File: config.mk
export PLATFORM = sky130hd
export DESIGN_NAME = id_ex_operand_stage
export DESIGN_NICKNAME = d
export VERILOG_FILES = /design/src/rtl/id_ex_operand_stage_pkg.sv /design/src/rtl/id_ex_operand_stage_fwd_mux.sv /design/src/rtl/id_ex_operand_stage.sv
export SDC_FILE = /design/constraint.sdc
export NUM_CORES = 1
export LEC_CHECK = 0
export ABC_AREA = 1
export CORE_ASPECT_RATIO = 1.5
export CORE_MARGIN = 5
export CORE_UTILIZATION = 44
export DETAILED_ROUTE_END_ITERATION = 10
export PLACE_DENSITY = 0.81
export SYNTH_ARGS = -nofsm -noshare
export SYNTH_HDL_FRONTEND = slang
export SYNTH_SLANG_ARGS = --single-unit
export TNS_END_PERCENT = 50
File: constraint.sdc
create_clock -name clk -period 2.3 [get_ports clk]
set_input_delay 0.575 -clock clk [delete_from_list [all_inputs] [get_ports clk]]
set_output_delay 0.575 -clock clk [all_outputs]
set_load 0.005 [all_outputs]
File: src/rtl/id_ex_operand_stage_pkg.sv
// Shared ALU opcodes and register constants for the ID/EX operand stage and its neighbours.
package id_ex_operand_stage_pkg;

    localparam logic [3:0] ALUOP_ADD  = 4'b0000;
    localparam logic [3:0] ALUOP_SUB  = 4'b0001;
    localparam logic [3:0] ALUOP_AND  = 4'b0010;
    localparam logic [3:0] ALUOP_OR   = 4'b0011;
    localparam logic [3:0] ALUOP_NOR  = 4'b0100;
    localparam logic [3:0] ALUOP_XOR  = 4'b0101;
    localparam logic [3:0] ALUOP_SLT  = 4'b0110;
    localparam logic [3:0] ALUOP_SGT  = 4'b0111;
    localparam logic [3:0] ALUOP_NAND = 4'b1101;
    localparam logic [3:0] ALUOP_XNOR = 4'b1110;
    localparam logic [3:0] ALUOP_NOP  = 4'b1111;

    localparam logic [4:0] REG_ZERO   = 5'd0;

endpackage

File: src/rtl/id_ex_operand_stage_fwd_mux.sv
// Per-operand forwarding mux: EX/MEM beats MEM/WB beats register-file data; r0 never forwarded.
module fwd_mux #(
    parameter int size       = 32,
    parameter int REG_ADDR_W = 5
) (
    input  logic [REG_ADDR_W-1:0] idx,
    input  logic [size-1:0]       rf_data,
    input  logic                  exmem_we,
    input  logic [REG_ADDR_W-1:0] exmem_rd,
    input  logic [size-1:0]       exmem_data,
    input  logic                  memwb_we,
    input  logic [REG_ADDR_W-1:0] memwb_rd,
    input  logic [size-1:0]       memwb_data,
    output logic [size-1:0]       data
);

    // Priority select of the youngest in-flight producer of idx
    always_comb begin
        data = rf_data;
        if (exmem_we && (exmem_rd != '0) && (exmem_rd == idx)) begin
            data = exmem_data;
        end else if (memwb_we && (memwb_rd != '0) && (memwb_rd == idx)) begin
            data = memwb_data;
        end else begin
            data = rf_data;
        end
    end

endmodule

File: src/rtl/id_ex_operand_stage.sv
// ID/EX pipeline register with load-use bubble insertion, back-pressure hold and operand forwarding.
module id_ex_operand_stage
    import id_ex_operand_stage_pkg::*;
#(
    parameter int size       = 32,
    parameter int REG_ADDR_W = 5
) (
    input  logic                  clk,
    input  logic                  Reset,
    input  logic                  id_valid,
    output logic                  id_stall,
    input  logic                  id_flush,
    input  logic [3:0]            id_AluOp,
    input  logic                  id_AluSrc,
    input  logic [REG_ADDR_W-1:0] id_rs,
    input  logic [REG_ADDR_W-1:0] id_rt,
    input  logic [REG_ADDR_W-1:0] id_rd,
    input  logic [size-1:0]       id_rs_data,
    input  logic [size-1:0]       id_rt_data,
    input  logic [size-1:0]       id_imm,
    input  logic                  id_RegWrite,
    input  logic                  id_MemRead,
    input  logic                  exmem_RegWrite,
    input  logic [REG_ADDR_W-1:0] exmem_rd,
    input  logic [size-1:0]       exmem_result,
    input  logic                  memwb_RegWrite,
    input  logic [REG_ADDR_W-1:0] memwb_rd,
    input  logic [size-1:0]       memwb_result,
    input  logic                  mem_ready,
    output logic                  ex_valid,
    output logic [3:0]            AluOp_EX,
    output logic [size-1:0]       ALU_A,
    output logic [size-1:0]       ALU_B,
    output logic [size-1:0]       ex_rt_data,
    output logic [REG_ADDR_W-1:0] ex_rd,
    output logic                  ex_RegWrite,
    output logic                  ex_MemRead
);

    logic                  valid_q,    valid_d;
    logic [3:0]            aluop_q,    aluop_d;
    logic                  alusrc_q,   alusrc_d;
    logic [REG_ADDR_W-1:0] rs_q,       rs_d;
    logic [REG_ADDR_W-1:0] rt_q,       rt_d;
    logic [REG_ADDR_W-1:0] rd_q,       rd_d;
    logic [size-1:0]       rs_data_q,  rs_data_d;
    logic [size-1:0]       rt_data_q,  rt_data_d;
    logic [size-1:0]       imm_q,      imm_d;
    logic                  regwrite_q, regwrite_d;
    logic                  memread_q,  memread_d;

    logic                  hz_s;
    logic [size-1:0]       fwd_rs_s;
    logic [size-1:0]       fwd_rt_s;

    // A load in EX cannot feed the instruction in ID without one bubble
    always_comb begin
        hz_s = valid_q && memread_q && (rd_q != '0) && id_valid &&
               ((rd_q == id_rs) || ((rd_q == id_rt) && !id_AluSrc));
        id_stall = hz_s || !mem_ready;
    end

    // Next-state: hold on back-pressure, else bubble or capture
    always_comb begin
        valid_d    = valid_q;
        aluop_d    = aluop_q;
        alusrc_d   = alusrc_q;
        rs_d       = rs_q;
        rt_d       = rt_q;
        rd_d       = rd_q;
        rs_data_d  = rs_data_q;
        rt_data_d  = rt_data_q;
        imm_d      = imm_q;
        regwrite_d = regwrite_q;
        memread_d  = memread_q;
        if (!mem_ready) begin
            valid_d = valid_q;
        end else if (id_flush || hz_s || !id_valid) begin
            valid_d    = 1'b0;
            aluop_d    = ALUOP_NOP;
            alusrc_d   = 1'b0;
            rs_d       = '0;
            rt_d       = '0;
            rd_d       = '0;
            rs_data_d  = '0;
            rt_data_d  = '0;
            imm_d      = '0;
            regwrite_d = 1'b0;
            memread_d  = 1'b0;
        end else begin
            valid_d    = 1'b1;
            aluop_d    = id_AluOp;
            alusrc_d   = id_AluSrc;
            rs_d       = id_rs;
            rt_d       = id_rt;
            rd_d       = id_rd;
            rs_data_d  = id_rs_data;
            rt_data_d  = id_rt_data;
            imm_d      = id_imm;
            regwrite_d = id_RegWrite;
            memread_d  = id_MemRead;
        end
    end

    // ID/EX pipeline register
    always_ff @(posedge clk or negedge Reset) begin
        if (!Reset) begin
            valid_q    <= 1'b0;
            aluop_q    <= ALUOP_NOP;
            alusrc_q   <= 1'b0;
            rs_q       <= '0;
            rt_q       <= '0;
            rd_q       <= '0;
            rs_data_q  <= '0;
            rt_data_q  <= '0;
            imm_q      <= '0;
            regwrite_q <= 1'b0;
            memread_q  <= 1'b0;
        end else begin
            valid_q    <= valid_d;
            aluop_q    <= aluop_d;
            alusrc_q   <= alusrc_d;
            rs_q       <= rs_d;
            rt_q       <= rt_d;
            rd_q       <= rd_d;
            rs_data_q  <= rs_data_d;
            rt_data_q  <= rt_data_d;
            imm_q      <= imm_d;
            regwrite_q <= regwrite_d;
            memread_q  <= memread_d;
        end
    end

    fwd_mux #(.size(size), .REG_ADDR_W(REG_ADDR_W)) u_fwd_rs (
        .idx        (rs_q),
        .rf_data    (rs_data_q),
        .exmem_we   (exmem_RegWrite),
        .exmem_rd   (exmem_rd),
        .exmem_data (exmem_result),
        .memwb_we   (memwb_RegWrite),
        .memwb_rd   (memwb_rd),
        .memwb_data (memwb_result),
        .data       (fwd_rs_s)
    );

    fwd_mux #(.size(size), .REG_ADDR_W(REG_ADDR_W)) u_fwd_rt (
        .idx        (rt_q),
        .rf_data    (rt_data_q),
        .exmem_we   (exmem_RegWrite),
        .exmem_rd   (exmem_rd),
        .exmem_data (exmem_result),
        .memwb_we   (memwb_RegWrite),
        .memwb_rd   (memwb_rd),
        .memwb_data (memwb_result),
        .data       (fwd_rt_s)
    );

    assign ex_valid    = valid_q;
    assign AluOp_EX    = aluop_q;
    assign ALU_A       = fwd_rs_s;
    assign ALU_B       = alusrc_q ? imm_q : fwd_rt_s;
    assign ex_rt_data  = fwd_rt_s;
    assign ex_rd       = rd_q;
    assign ex_RegWrite = regwrite_q && valid_q;
    assign ex_MemRead  = memread_q && valid_q;

endmodule

======== Word-level counts from Yosys, hierarchy flattened ========
Index checks and enable logic that the tools add are counted.
storage, ports and cells
  register bits ........................... 119
  bits of input ports ..................... 199
  output and inout port bits .............. 109
  word-level logic and storage cells ...... 55
operators by class
  eq/ne operators ......................... 6
  mux-type cells .......................... 16
  reductions and logical operators ........ 22
operators by type and width
  operator             count
  $mux W32             8
  $eq A5 B5 Y1         6
  $mux W5              3
  $reduce_bool A5 Y1   3
  $logic_and A1 B1 Y1  12
  $logic_or A1 B1 Y1   4
  $mux W1              4
  $mux W4              1
  $logic_not A1 Y1     3

======== Logic depth before layout (Yosys ltp) ========
Gate-level depths: netlist of run 1.
  word-level depth ........................ 7
  gate-level depth with buffers ........... 11

======== By module ========
Synthesis of run 1 repeated with hierarchy kept, for this count alone.
unflattened totals
  cells, all modules ...................... 1,246
  area, all modules ....................... 8,264.2 um^2
modules (own cells, without submodules)
  module               times used  cells an instance  area an instance (um^2)
  id_ex_operand_stage  1           650                5,431.5
  fwd_mux              2           298                1,416.4

======== Least setup slack after synthesis of run 1 ========
No wires, ideal clock.
  path kind ............................... in2out
  from .................................... input memwb_rd[4]
  to ...................................... output ex_rt_data[10]
  data arrival time ....................... 1.524 ns
  data required time ...................... 1.725 ns
  path slack .............................. 0.201 ns
  stages on the path ...................... 7
  buffers on the path ..................... 1
  path through ............................ xor2_1 > nor2_1 > nand2_1 > buf_2 > nand2_1 > nand3_1 > and2_1
between the ends
  longest elaborated chain between the ends .. 5
  elaborated cells between the ends (all ways) .. 6
RTL lines
  what                   line                               source
  start: declaration     id_ex_operand_stage.sv:27          input logic [REG_ADDR_W-1:0] memwb_rd,
  $reduce_bool A5 Y1     id_ex_operand_stage_fwd_mux.sv:22  end else if (memwb_we && (memwb_rd != '0) && (memwb_rd == idx)) begin
  $logic_and A1 B1 Y1    id_ex_operand_stage_fwd_mux.sv:22
  $logic_and A1 B1 Y1 *  id_ex_operand_stage_fwd_mux.sv:22
  $mux W32 *             id_ex_operand_stage_fwd_mux.sv:22
  $mux W32 *             id_ex_operand_stage_fwd_mux.sv:20  if (exmem_we && (exmem_rd != '0) && (exmem_rd == idx)) begin
  end: declaration       id_ex_operand_stage.sv:34          output logic [size-1:0] ex_rt_data,
Every way passes the cells marked *; elsewhere a longest branch is shown, timed or not.

======== Worst setup path after layout of run 1 ========
  from .................................... register rt_q[0]
  to ...................................... output ALU_B[4]
between the ends
  longest elaborated chain between the ends .. 5
  elaborated cells between the ends (all ways) .. 7
RTL lines
  what                      line                               source
  start: declaration        id_ex_operand_stage.sv:44          logic [REG_ADDR_W-1:0] rt_q, rt_d;
  start signal: assignment  id_ex_operand_stage.sv:124         rt_q <= rt_d;
  $eq A5 B5 Y1              id_ex_operand_stage_fwd_mux.sv:22
  $logic_and A1 B1 Y1       id_ex_operand_stage_fwd_mux.sv:22
  $mux W32                  id_ex_operand_stage_fwd_mux.sv:22
  $mux W32 *                id_ex_operand_stage_fwd_mux.sv:20
  $mux W32 *                id_ex_operand_stage.sv:161         assign ALU_B = alusrc_q ? imm_q : fwd_rt_s;
  end: declaration          id_ex_operand_stage.sv:33          output logic [size-1:0] ALU_B,
Marks and branches as above.

==> run_results.csv, run 1 <==
group,metric,value,unit
die,die_w,118,µm
routing,vias_per_cell,5.56,
power,power_density,520,mW/mm²
grt,overflow,0,
clock_network,cts-buffers-inserted,17,
die,core,0.0173,mm²
cells_and_area,mostFrequentLayoutCell,"nand2_1",
min_path,min_path_type,"in -> async",
routing,totalWireLength,34700,µm
power,p_total,0.00677,W
timing,fin_tns_setup,-50.52,ns
grt,grt_max_degree,49,
timing,max_slew_margin,58.2,%
clock_network,clockRootBuffer,"clkbuf_16",
grt,grt.total_usage,30.9,%
cells_and_area,fin_area,0.0130,mm²
timing,worst_slack,-0.741,ns
grt,antenna_found_initial,4,
power,p_leak,6.59,nW
synthesis,netlist_area,0.00766,mm²
power,max-vdd-ir-drop,0.442,mV
clock_network,htreeDepth,4,
timing,drv_slew,0,
clock_network,cts_hold_buf,0,
grt,grt_pass1_wl,49200,µm
synthesis,ys.flop_type,"dfrtp_1",
setup_path,arrival,2.47,ns
setup_path,r2r-end,"imm_q[31]",
setup_path,critical_path_buf_inv_count,2,
die,std_cell_rows,59,
timing,fin_crit_sh,132,%
placement,io_buffers,307,
synthesis,ys_async_sr_fraction,100,%
timing,finalHoldViolCount,0,
timing,finalSetupViolations,103,
clock_network,insertion_delay,0.42,ns
routing,first_iter_violations,876,
setup_path,crit_path_end_kind,"output port",
setup_path,critPathTopFamily,"buffers and inverters",
setup_path,worst_r2r_path_depth,9,
die,die_h,172,µm
setup_path,ff2ff_setup_slack,0.16,ns
die,die_area,0.0202,mm²
routing,vias,9267,
timing,skew,0.00720,ns
placement,placedInstanceArea,0.0114,mm²
routing,ant_nets,0,
timing,period_needed,3.04,ns
setup_path,cpPeakStageDelay,0.50,ns
clock_network,tritoncts,"built",
synthesis,synth_edf_count,0,
routing,drc,0,
setup_path,cp_slowest_cell,"clkdlybuf4s50_1",
synthesis,yosysUniqueCellTypes,28,
synthesis,yosysSeqAreaShare,39.0,%
synthesis,synth_seq_cells,119,
synthesis,netlist_instances,1068,
setup_path,cp_data_required_time,1.73,ns
die,ios,308,
setup_path,reg2reg_from,"ex_rd[2]",
setup_path,worstSetupPathType,"reg -> out",
setup_path,cpMostUsedCell,"nand3_1",
setup_path,path_cells,"xnor2_2 -> nand2_2 -> nor2_2 -> nand3b_1 -> buf_6 -> nand3_1 -> nand3_1 -> nand2_1 -> clkdlybuf4s50_1",
placement,dp_hpwl,23300,µm
synthesis,yosysWarnings,0,
synthesis,avgSynthCellArea,7.17,µm²
die,start_util,44.3,%
clock_network,clk_pin_slew,0.06,ns
cells_and_area,drive_gt1_share,27.2,%
placement,place_congestion,0.932,
cells_and_area,final_cell_mix,"nand2_1, clkdlybuf4s50_1, inv_1, dfrtp_1, nand3_1",
run_status,status,"finished with violations",
run_status,violations,"negative setup slack",
clock_network,cts_sinks,119,
cells_and_area,final_util,75.4,%
setup_path,cp_max_fo,10,
setup_path,critPathLaunchType,"flop",
timing,rsz0062_at_grt,"yes",
job,maxCapViolCount,0,
timing,max_freq,0.329,GHz
routing,routedWlPerCell,20.8,µm
routing,dr.pass1.iters,6,
timing,worstMarginPinSlew,0.626,ns
clock_network,cts.path.max_buffers,2,
synthesis,syn_nets,1267,
cells_and_area,num-nets-final,1637,
cells_and_area,area_delta_synth_final,70.0,%
grt,first_global_vias,9184,
-- Yosys cell counts, types with 3 or more instances --
cell | instances | area share [%]
buf_2 | 32 | 2.1
o21ai_1 | 34 | 2.2
dfstp_2 | 4 | 1.4
buf_1 | 3 | 0.15
buf_6 | 7 | 1.0
nand4_1 | 42 | 3.4
nand2_1 | 303 | 15
inv_1 | 125 | 6.1
nor2_1 | 15 | 0.74
inv_2 | 6 | 0.29
dfrtp_1 | 115 | 38
nand3_1 | 134 | 8.8
o21ai_2 | 30 | 3.4
o21ai_0 | 56 | 3.7
xor2_1 | 12 | 1.4
clkbuf_1 | 31 | 1.5
and2_1 | 32 | 2.6
nand3b_1 | 65 | 6.4
xnor2_1 | 8 | 0.92
or2_2 | 4 | 0.33
-- kinds of logic (layout without fill, tap and decap cells) --
kind of cell    Yosys count  count (layout)  synth area share [%]
buf+inv                 204             587                  11.2
compound gates          120             120                  9.31
simple gates            605             605                  38.2
other cells               0               4                     0
flops                   119             119                  39.0
xor+xnor                 20              20                  2.29
-- layout make-up --
class                           instances  area (µm²)
Antenna cell                            4        10.0
Fill cell                            1284        4250
Clock inverter                         15         179
Timing Repair Buffer                  424        4180
Clock buffer                           17         425
Tap cell                              213         267
Multi-Input combinational cell        745        4480
Inverter                              131         492
Sequential cell                       119        2990
-- registers in the layout, indices dropped and copies added, names as in the netlist --
| register | cells |
|---|---|
| rs_q | 5 |
| rt_data_q | 32 |
| alusrc_q | 1 |
| memread_q | 1 |
| rt_q | 5 |
| rs_data_q | 32 |
| AluOp_EX | 4 |
| imm_q | 32 |
| ex_rd | 5 |
| ex_valid | 1 |
| regwrite_q | 1 |
-- stage by stage --
step | hold WS, ns | setup slack (ns) | cells
floorplan | 0.279 | 0.201 | 1068
CTS | 0.115 | -0.735 | 1646
finish | 0.0944 | -0.741 | 1668
global route | 0.117 | -0.854 | 1668
detailed placement | 0.468 | -1.12 | 1592
global placement | 0.464 | -1.08 | 1592
-- worst max-delay path by stage --
stage / slack [ns] / start / depth (start not counted) / end
floorplan: 0.20 / memwb_rd[4] / 7 / ex_rt_data[10]
global placement: -1.08 / memwb_rd[1] / 11 / ALU_A[20]
detailed placement: -1.12 / memwb_rd[1] / 11 / ALU_A[20]
CTS: -0.74 / rt_q[0] / 9 / ALU_B[7]
global route: -0.85 / rt_q[0] / 9 / ALU_B[4]
finish: -0.74 / rt_q[0] / 9 / ALU_B[4]
-- worst register-to-register path, stage by stage (launching register included) --
cell and delay, ns:
dfrtp_1 0.45, nor3_1 0.21, nand3_1 0.10, nand3_1 0.10, inv_2 0.05, nand2_4 0.06
buf_4 0.43, nand3_4 0.21, buf_12 0.24, o21ai_0 0.20
-- report_power, final --
part	internal [W]	total (W)	switching, W
clock	0.00170	0.00274	0.00104
combinational	0.000892	0.00174	0.000844
sequential	0.00222	0.00229	0.0000765
-- per-layer routing --
layer	vias to the layer above	share of wire (%)	global-route usage [%]
met3	140	7.7	5.46
met2	610	52	55.0
met1	4332	35	34.3
met5	-	0	0
met4	0	6.1	19.2
li1	4185	-	-
-- what timing repair did --
item	in CTS	in global routing
pin swaps	24	66
setup buffers	18	21
gates resized for setup	258	202
endpoints found under the setup margin	98	134
gates cloned	4	9
Power figures use the tool's default switching activity.
==> run 2, diff against run 1 <==
- CTS_CLUSTER_SIZE: default -> 20
==> results of run 2 <==
Final layout, timing and power as in run 1 (identical DEF).
